### config.mk
export PLATFORM = sky130hd
export DESIGN_NAME = period_generator
export DESIGN_NICKNAME = d
export VERILOG_FILES = /design/src/rtl/period_generator.sv
export SDC_FILE = /design/constraint.sdc
export NUM_CORES = 1
export LEC_CHECK = 0
export CAP_MARGIN = 5
export CORE_ASPECT_RATIO = 1.5
export CORE_MARGIN = 10
export CORE_UTILIZATION = 60
export CTS_BUF_LIST = sky130_fd_sc_hd__clkbuf_4 sky130_fd_sc_hd__clkbuf_8 sky130_fd_sc_hd__clkbuf_16
export CTS_CLUSTER_SIZE = 28
export DETAILED_ROUTE_END_ITERATION = 10
export PLACE_DENSITY = 0.81
export SYNTH_ARGS = -nofsm -noshare
export SYNTH_HDL_FRONTEND = slang
export SYNTH_SLANG_ARGS = --single-unit
### constraint.sdc
create_clock -name clk -period 4.66 [get_ports clk]
set_input_delay 0.932 -clock clk [delete_from_list [all_inputs] [get_ports clk]]
set_output_delay 0.932 -clock clk [all_outputs]
set_load 0.005 [all_outputs]
### src/rtl/period_generator.sv
// Programmable square-wave source. A job emits n_prd periods of prd ms each
// (or runs until stopped when n_prd=0), then pulses done_tick.
//
// state | meaning
// IDLE  | waiting for start, ready=1
// HIGH  | high phase of the current period, so=1
// LOW   | low phase of the current period, end-of-job decision at its end
// DONE  | one-cycle completion; err_tick also set if prd was rejected
module period_generator #(
  parameter int CLK_MS_COUNT = 50000,
  parameter int PW           = 10,
  parameter int NW           = 8
) (
  input  logic          clk,
  input  logic          reset,
  input  logic          start,
  input  logic [PW-1:0] prd,
  input  logic [NW-1:0] n_prd,
  input  logic          stop,
  output logic          ready,
  output logic          so,
  output logic          done_tick,
  output logic          err_tick
);

  typedef enum logic [1:0] {IDLE, HIGH, LOW, DONE} state_t;

  localparam logic [15:0] T_LAST = 16'(CLK_MS_COUNT - 1);

  state_t        state_q, state_d;
  logic [15:0]   t_q, t_d;
  logic [PW-1:0] m_q, m_d;
  logic [NW-1:0] c_q, c_d;
  logic [PW-1:0] p_lat_q, p_lat_d;
  logic [NW-1:0] n_lat_q, n_lat_d;
  logic          stop_pend_q, stop_pend_d;
  logic          err_q, err_d;

  logic [PW-1:0] h_len, l_len, phase_len;
  logic          ms_end, phase_end;

  always_comb begin
    state_d     = state_q;
    t_d         = t_q;
    m_d         = m_q;
    c_d         = c_q;
    p_lat_d     = p_lat_q;
    n_lat_d     = n_lat_q;
    stop_pend_d = stop_pend_q;
    err_d       = err_q;

    // Odd periods put the extra millisecond in the low phase.
    h_len     = p_lat_q >> 1;
    l_len     = p_lat_q - h_len;
    phase_len = (state_q == HIGH) ? h_len : l_len;
    ms_end    = (t_q == T_LAST);
    phase_end = ms_end && (m_q == phase_len - PW'(1));

    case (state_q)
      IDLE: begin
        err_d = 1'b0;
        if (start) begin
          p_lat_d     = prd;
          n_lat_d     = n_prd;
          c_d         = n_prd;
          t_d         = '0;
          m_d         = '0;
          stop_pend_d = 1'b0;
          if (prd < PW'(2)) begin
            state_d = DONE;
            err_d   = 1'b1;
          end else begin
            state_d = HIGH;
          end
        end
      end
      HIGH, LOW: begin
        if (stop) stop_pend_d = 1'b1;
        if (ms_end) begin
          t_d = '0;
          m_d = m_q + PW'(1);
        end else begin
          t_d = t_q + 16'd1;
        end
        if (phase_end) begin
          t_d = '0;
          m_d = '0;
          if (state_q == HIGH) begin
            state_d = LOW;
          end else if (stop_pend_q || stop ||
                       (n_lat_q != '0 && c_q == NW'(1))) begin
            state_d = DONE;
          end else begin
            if (n_lat_q != '0) c_d = c_q - NW'(1);
            state_d = HIGH;
          end
        end
      end
      DONE: begin
        state_d = IDLE;
        err_d   = 1'b0;
      end
      default: state_d = IDLE;
    endcase
  end

  always_ff @(posedge clk) begin
    if (!reset) begin
      state_q     <= IDLE;
      t_q         <= '0;
      m_q         <= '0;
      c_q         <= '0;
      p_lat_q     <= '0;
      n_lat_q     <= '0;
      stop_pend_q <= 1'b0;
      err_q       <= 1'b0;
    end else begin
      state_q     <= state_d;
      t_q         <= t_d;
      m_q         <= m_d;
      c_q         <= c_d;
      p_lat_q     <= p_lat_d;
      n_lat_q     <= n_lat_d;
      stop_pend_q <= stop_pend_d;
      err_q       <= err_d;
    end
  end

  assign so        = (state_q == HIGH);
  assign ready     = (state_q == IDLE);
  assign done_tick = (state_q == DONE);
  assign err_tick  = (state_q == DONE) && err_q;

endmodule

# Word-level counts from Yosys, hierarchy flattened
# Index checks and enable logic that the tools add are counted.
# word_totals
register_bits	56
in_bits	22
out_inout_bits	4
wordCells	70
# op_classes
addsub	5
order_cmp	1
eq_ne	13
n_mux	27
reduce_logical	16
# op_table
operator	count
$mux W16	3
$mux W10	4
$mux W8	5
$pmux W16 S2	1
$pmux W10 S2	1
$add A16 B1 Y16 const B	1
$eq A16 B16 Y1 const B	1
$pmux W8 S2	1
$ne A2 B2 Y1 const B	6
$add A10 B1 Y10 const B	1
$eq A10 B10 Y1	1
$lt A10 B2 Y1 const B	1
$mux W2	5
$sub A10 B1 Y10 const B	1
$sub A10 B9 Y10	1
$eq A8 B1 Y1 const B	1
$reduce_bool A8 Y1	1
$sub A8 B1 Y8 const B	1
$pmux W2 S3	1
$reduce_and A2 Y1	3
$reduce_and A3 Y1	2
$reduce_and A6 Y1	1
$eq A2 B2 Y1 const B	2
$mux W1	4
other kinds (8)	13

# Depth between registers and ports, before layout
# logic_depth
depth_word	7
mapped_depth	16
mapped_depth_nobuf	13

# Least setup slack after synthesis
# OpenSTA, ideal clock, no wires.
# synth_timing
path_kind	register to register
start	register state_q[1]
end	register c_q[6]
setup_time_ns	0.088
t_arrival_ns	3.252
required_ns	4.572
path_slack_ns	1.320
stages_incl_launch_ff	17
n_path_buf	4
synth_period_minus_slack_ns	3.340
cell_sequence	dfxtp_1 > inv_1 > ha_1 > buf_2 > buf_2 > buf_2 > mux2_2 > ha_1 > xor2_1 > xnor2_1 > nor4_1 > nand2_1 > nor3b_2 > and3_1 > buf_6 > o32ai_2 > a311oi_2
# synth_between
elab_chain_cells	7
word_cells_on_any_way	16
cone_classes	1 x add/sub; 8 x eq/ne; 2 x mux; 5 x reduce/logical
# synth_rtl
element	line	text
start, declared	30	state_t state_q, state_d;
start signal, assigned	118	state_q <= state_d;
$eq A2 B1 Y1 *	-	
named net so	21	output logic so,
$mux W10	55	phase_len = (state_q == HIGH) ? h_len : l_len;
$sub A10 B1 Y10	57	phase_end = ms_end && (m_q == phase_len - PW'(1));
$eq A10 B10 Y1	57	
$logic_and A1 B1 Y1	57	
$ne A2 B2 Y1 (no source line)	-	
$reduce_and A6 Y1 (no source line)	-	
end signal, assigned	112	c_q <= '0;
end signal, assigned	121	c_q <= c_d;
end, declared	33	logic [NW-1:0] c_q, c_d;
# The timed path passes the listed nets; every way through them passes the cells marked *.
# A chain may end at the register's enable or synchronous reset.

# Worst setup path in the final report
# layout_timing
start	register p_lat_q[0]
end	register c_q[6]
# layout_between
elab_chain_cells	7
# layout_rtl
element	line	text
start, declared	34	logic [PW-1:0] p_lat_q, p_lat_d;
start signal, assigned	122	p_lat_q <= p_lat_d;
$sub A10 B9 Y10	54	l_len = p_lat_q - h_len;
$mux W10	55	
$sub A10 B1 Y10	57	
$eq A10 B10 Y1	57	
$logic_and A1 B1 Y1	57	
$ne A2 B2 Y1 (no source line)	-	
$reduce_and A6 Y1 (no source line)	-	
# No other way between the ends.

==> metrics.csv <==
stage,metric,value,unit
outcome,status,completed,
timing,portion of the clock cycle consumed by the worst path in the final layout,0.765,
logic_synthesis,portion of the post-synthesis area used by sequential elements,0.297,
logic_synthesis,mux contribution to synthesized area,0.00829,
finish,layout cells sized above 1,0.0582,
finish,post-layout net count,537,
finish,final core utilization,0.679,
placement,weighted congestion at the end of routability-driven global placement,0.884,
worst_setup_path,endpoint required time on the critical path,4.89,ns
timing,setup repair after global routing missed its margin,no,
logic_synthesis,fraction of registers with async set/reset,0,
clocking,number of buffers between clock root and the deepest sink,2,
route,Detailed Route Iter0 Violations,168,
clocking,clock insertion delay at the later pin of the skew report,0.31,ns
flow_run,number of violations of the max-capacitance limit,0,
placement,number of input and output port buffers inserted,25,
finish,multi-input combinational cell area,2490,um2
timing,Max transition margin,0.516,
worst_setup_path,slowest cell delay on critical path,0.47,ns
logic_synthesis,number of enable-type register cells in the synthesized netlist,0,
die,die span in x,84.8,um
grt,global-route wire length before repair,14900,um
worst_setup_path,Crit path buffers/inverters,1,
worst_hold_path,classification of the worst-slack hold path,reg -> reg,
logic_synthesis,Netlist cell types,73,
finish,filler cell count,514,
die,I/O pin count,26,
worst_setup_path,critical path launch point type,flip-flop,
clocking,count of instances resized after the clock tree is built,0,
clocking,quantity of hold-fixing buffers added after cts,0,
logic_synthesis,"arithmetic-cell share of the synthesized area counting full adders, half adders and majority gates",0.0617,
route,aggregate routed wire length,8760,um
logic_synthesis,post-synthesis compound-gate area fraction,0.241,
logic_synthesis,yosys synthesis warning count,0,
route,remaining antenna violation count,0,
logic_synthesis,Avg Inst Size Synth,7.83,um2
grt,number of antenna violations at the first check in global routing,0,
pwr,internal power component,0.00132,W
worst_setup_path,gate family responsible for the most delay along the worst path,compound AO/OA/AOI/OAI gates,
timing,final count of hold timing violations,0,
route,total number of vias,3417,
finish,layout-stage area growth over the synthesis result,10.2,%
grt,via count of the first global-routing pass,3372,
logic_synthesis,net count after synthesis,522,
pwr,largest voltage drop on the vdd net,0.000355,V
die,Total Die Area,9930,um2
clocking,Clk Tree Root Cell,sky130_fd_sc_hd__clkbuf_8,
logic_synthesis,fraction of the mapped netlist area in simple logic gates,0.265,
logic_synthesis,Post-synth top flop,sky130_fd_sc_hd__dfxtp_1,
timing,hold_ws,0.472,ns
pwr,switching power,0.00110,W
timing,worst slew pin tran,0.724,ns
worst_setup_path,critical path peak fanout,8,
pwr,switching share of power,0.454,
logic_synthesis,leading post-synthesis cells by cell area,"sky130_fd_sc_hd__dfxtp_1, sky130_fd_sc_hd__nand2_1, sky130_fd_sc_hd__ha_1",
grt,total grt overflow,0,
route,length of the first detailed-routing pass in iterations,4,
logic_synthesis,post-synthesis sequential element count,56,
worst_setup_path,arrival time worst endpoint,3.79,ns
timing,skew final,0.0104,ns
logic_synthesis,cell type contributing the most total cell area after synthesis,sky130_fd_sc_hd__dfxtp_1,
timing,number of setup violations in the final report,0,
clocking,clock tree from TritonCTS,done,
logic_synthesis,top cell type's share of synthesized area,0.297,
logic_synthesis,post-synthesis instance area,3770,um2
timing,pins over their slew limit,0,
pwr,leakage power of the design,1.51,nW
placement,Placed Instances,564,
worst_setup_path,Worst setup EP type,flip-flop,
pwr,power share of the combinational group,0.608,
grt,Overall Global Routing Usage,0.176,
grt,pin count of the biggest net entering global routing,42,
worst_setup_path,Worst path slowest cell,sky130_fd_sc_hd__and3_1,
clocking,Clock H-tree levels,2,
worst_setup_path,"Worst Path Class, Setup",reg -> reg,
placement,HPWL Detailed,6740,um
pwr,fraction of power consumed by sequential logic,0.257,
clocking,Clock Sink Count,56,
pwr,total power per unit cell area,581,nW/um2
die,Floorplan Core Area,6130,um2
pwr,clock power share,0.135,
logic_synthesis,parity-gate share of the synthesized area counting xor and xnor cells,0.0855,
timing,post-route setup TNS,0,ns
timing,maximum operating frequency,0.281,GHz
finish,antenna fix cells,0,
logic_synthesis,post-synthesis cell count,482,
route,post-detailed-route DRC marker count,0,
logic_synthesis,main combinational cell family by area after synthesis,simple AND/OR/NAND/NOR gates,
route,DR WL/cell,15.3,um
finish,FF+latch area,1120,um2
route,post-DR vias/cell,5.97,
finish,final cell count without fillers,572,
die,Rows,35,
clocking,clock transition time at the flip-flop clock pins of the worst setup and hold paths,0.10,ns
die,die height,117,um
clocking,setup repair bufs after CTS,0,
timing,final critical-path required period,3.56,ns
die,Starting Density,0.616,
worst_setup_path,list of cells traversed by the critical path,"inv_1, ha_1, fa_1, nand2b_2, a211o_1, a2111oi_2, a221oi_2, xor2_1, xnor2_1, a22o_1, and3_1, o32ai_2, a311oi_2",
clocking,CTS Buf Count,5,
-- cell type report --
type	count	share of cell area
multi-input cells	387	0.600
flip-flops and latches	56	0.269
repair buffers	27	0.0638
well taps	74	0.0223
clock buffers	6	0.0183
inverters	20	0.0180
clock inverters	2	0.00842
-- stage by stage --
stage,instance area (um2),total power [W],setup slack (ns)
global placement,4050,0.00204,1.23
detailed placement,4050,0.00208,1.14
finish,4160,0.00242,1.10
CTS,4160,0.00241,1.11
global route,4160,0.00261,0.804
floorplan,3770,0.00180,1.32
-- synthesized netlist by cell type (all sizes together) (2+ instances only) --
cell / n
nand2b: 5
dfxtp: 56
o21ai: 19
nor4: 6
nand4b: 3
nor2: 50
or2: 2
inv: 20
nor3b: 2
and3: 6
nand2: 74
a21oi: 25
a21boi: 25
xor2: 15
and2: 4
a2111oi: 3
or3: 3
nor2b: 9
a211oi: 4
a21o: 6
ha: 17
o32ai: 2
buf: 7
nand3: 12
o211ai: 8
nand4: 10
o31ai: 3
a221oi: 2
mux2i: 2
xnor2: 21
o21a: 8
nor3: 17
clkbuf: 12
-- logic make-up after synthesis --
group,count (synthesis)
mux,3
xor+xnor,36
simple gates,209
flops,56
buf+inv,39
compound gates,121
fa+ha+maj,18
-- sequential cells by signal, summed over array words and instances, names as in the netlist --
| name | flops |
|---|---|
| t_q | 16 |
| m_q | 10 |
| p_lat_q | 10 |
| c_q | 8 |
| n_lat_q | 8 |
| state_q | 2 |
| err_q | 1 |
| stop_pend_q | 1 |
-- layout by cell type, fill, tap and decap left out, types with 5 or more instances in the layout --
cell type,netlist,routed
sky130_fd_sc_hd__clkbuf_8,0,5
sky130_fd_sc_hd__clkdlybuf4s50_1,0,25
sky130_fd_sc_hd__nor2b_1,9,9
sky130_fd_sc_hd__xnor2_1,20,20
sky130_fd_sc_hd__a21o_1,6,6
sky130_fd_sc_hd__and3_1,6,6
sky130_fd_sc_hd__nand4_1,10,10
sky130_fd_sc_hd__a21boi_0,21,21
sky130_fd_sc_hd__nand3_1,12,12
sky130_fd_sc_hd__ha_1,17,17
sky130_fd_sc_hd__a21oi_1,24,24
sky130_fd_sc_hd__dfxtp_1,56,56
sky130_fd_sc_hd__nand2_1,74,74
sky130_fd_sc_hd__o21ai_0,15,15
sky130_fd_sc_hd__nor3_1,15,15
sky130_fd_sc_hd__o211ai_1,7,7
sky130_fd_sc_hd__nor2_1,50,50
sky130_fd_sc_hd__nor4_1,6,6
sky130_fd_sc_hd__xor2_1,15,15
sky130_fd_sc_hd__o21a_1,8,8
sky130_fd_sc_hd__inv_1,20,20
-- layer usage --
layer | wire, um | vias up | GRT usage
met5 | 0 | - | 0
met4 | 208 | 0 | 0.0606
met3 | 198 | 15 | 0.0215
met2 | 4800 | 53 | 0.345
met1 | 3550 | 1620 | 0.185
li1 | - | 1729 | -
-- worst paths after layout --
kind,to,cells past startpoint,slack [ns],start
worst max register to register,c_q[6],13,1.10,p_lat_q[0]
worst min register to register,n_lat_q[5],2,0.47,n_lat_q[5]
worst min-delay path,n_lat_q[5],2,0.47,n_lat_q[5]
worst max-delay path,c_q[6],13,1.10,p_lat_q[0]
-- power groups by stage --
stage	Clock (W)	Sequential, W	Combinational (W)
global route	0.000344	0.000628	0.00164
finish	0.000326	0.000620	0.00147
detailed placement	0	0.000630	0.00145
floorplan	0	0.000607	0.00119
CTS	0.000326	0.000619	0.00147
global placement	0	0.000625	0.00142
-- worst register-to-register path, cell delays in order, from the launching register on --
cell,delay (ns)
sky130_fd_sc_hd__dfxtp_1,0.34
sky130_fd_sc_hd__inv_1,0.05
sky130_fd_sc_hd__ha_1,0.21
sky130_fd_sc_hd__fa_1,0.40
sky130_fd_sc_hd__nand2b_2,0.22
sky130_fd_sc_hd__a211o_1,0.32
sky130_fd_sc_hd__a2111oi_2,0.40
sky130_fd_sc_hd__a221oi_2,0.07
sky130_fd_sc_hd__xor2_1,0.21
sky130_fd_sc_hd__xnor2_1,0.14
sky130_fd_sc_hd__a22o_1,0.25
sky130_fd_sc_hd__and3_1,0.47
sky130_fd_sc_hd__o32ai_2,0.16
sky130_fd_sc_hd__a311oi_2,0.24
No activity file was read; power rests on OpenSTA's default activity.
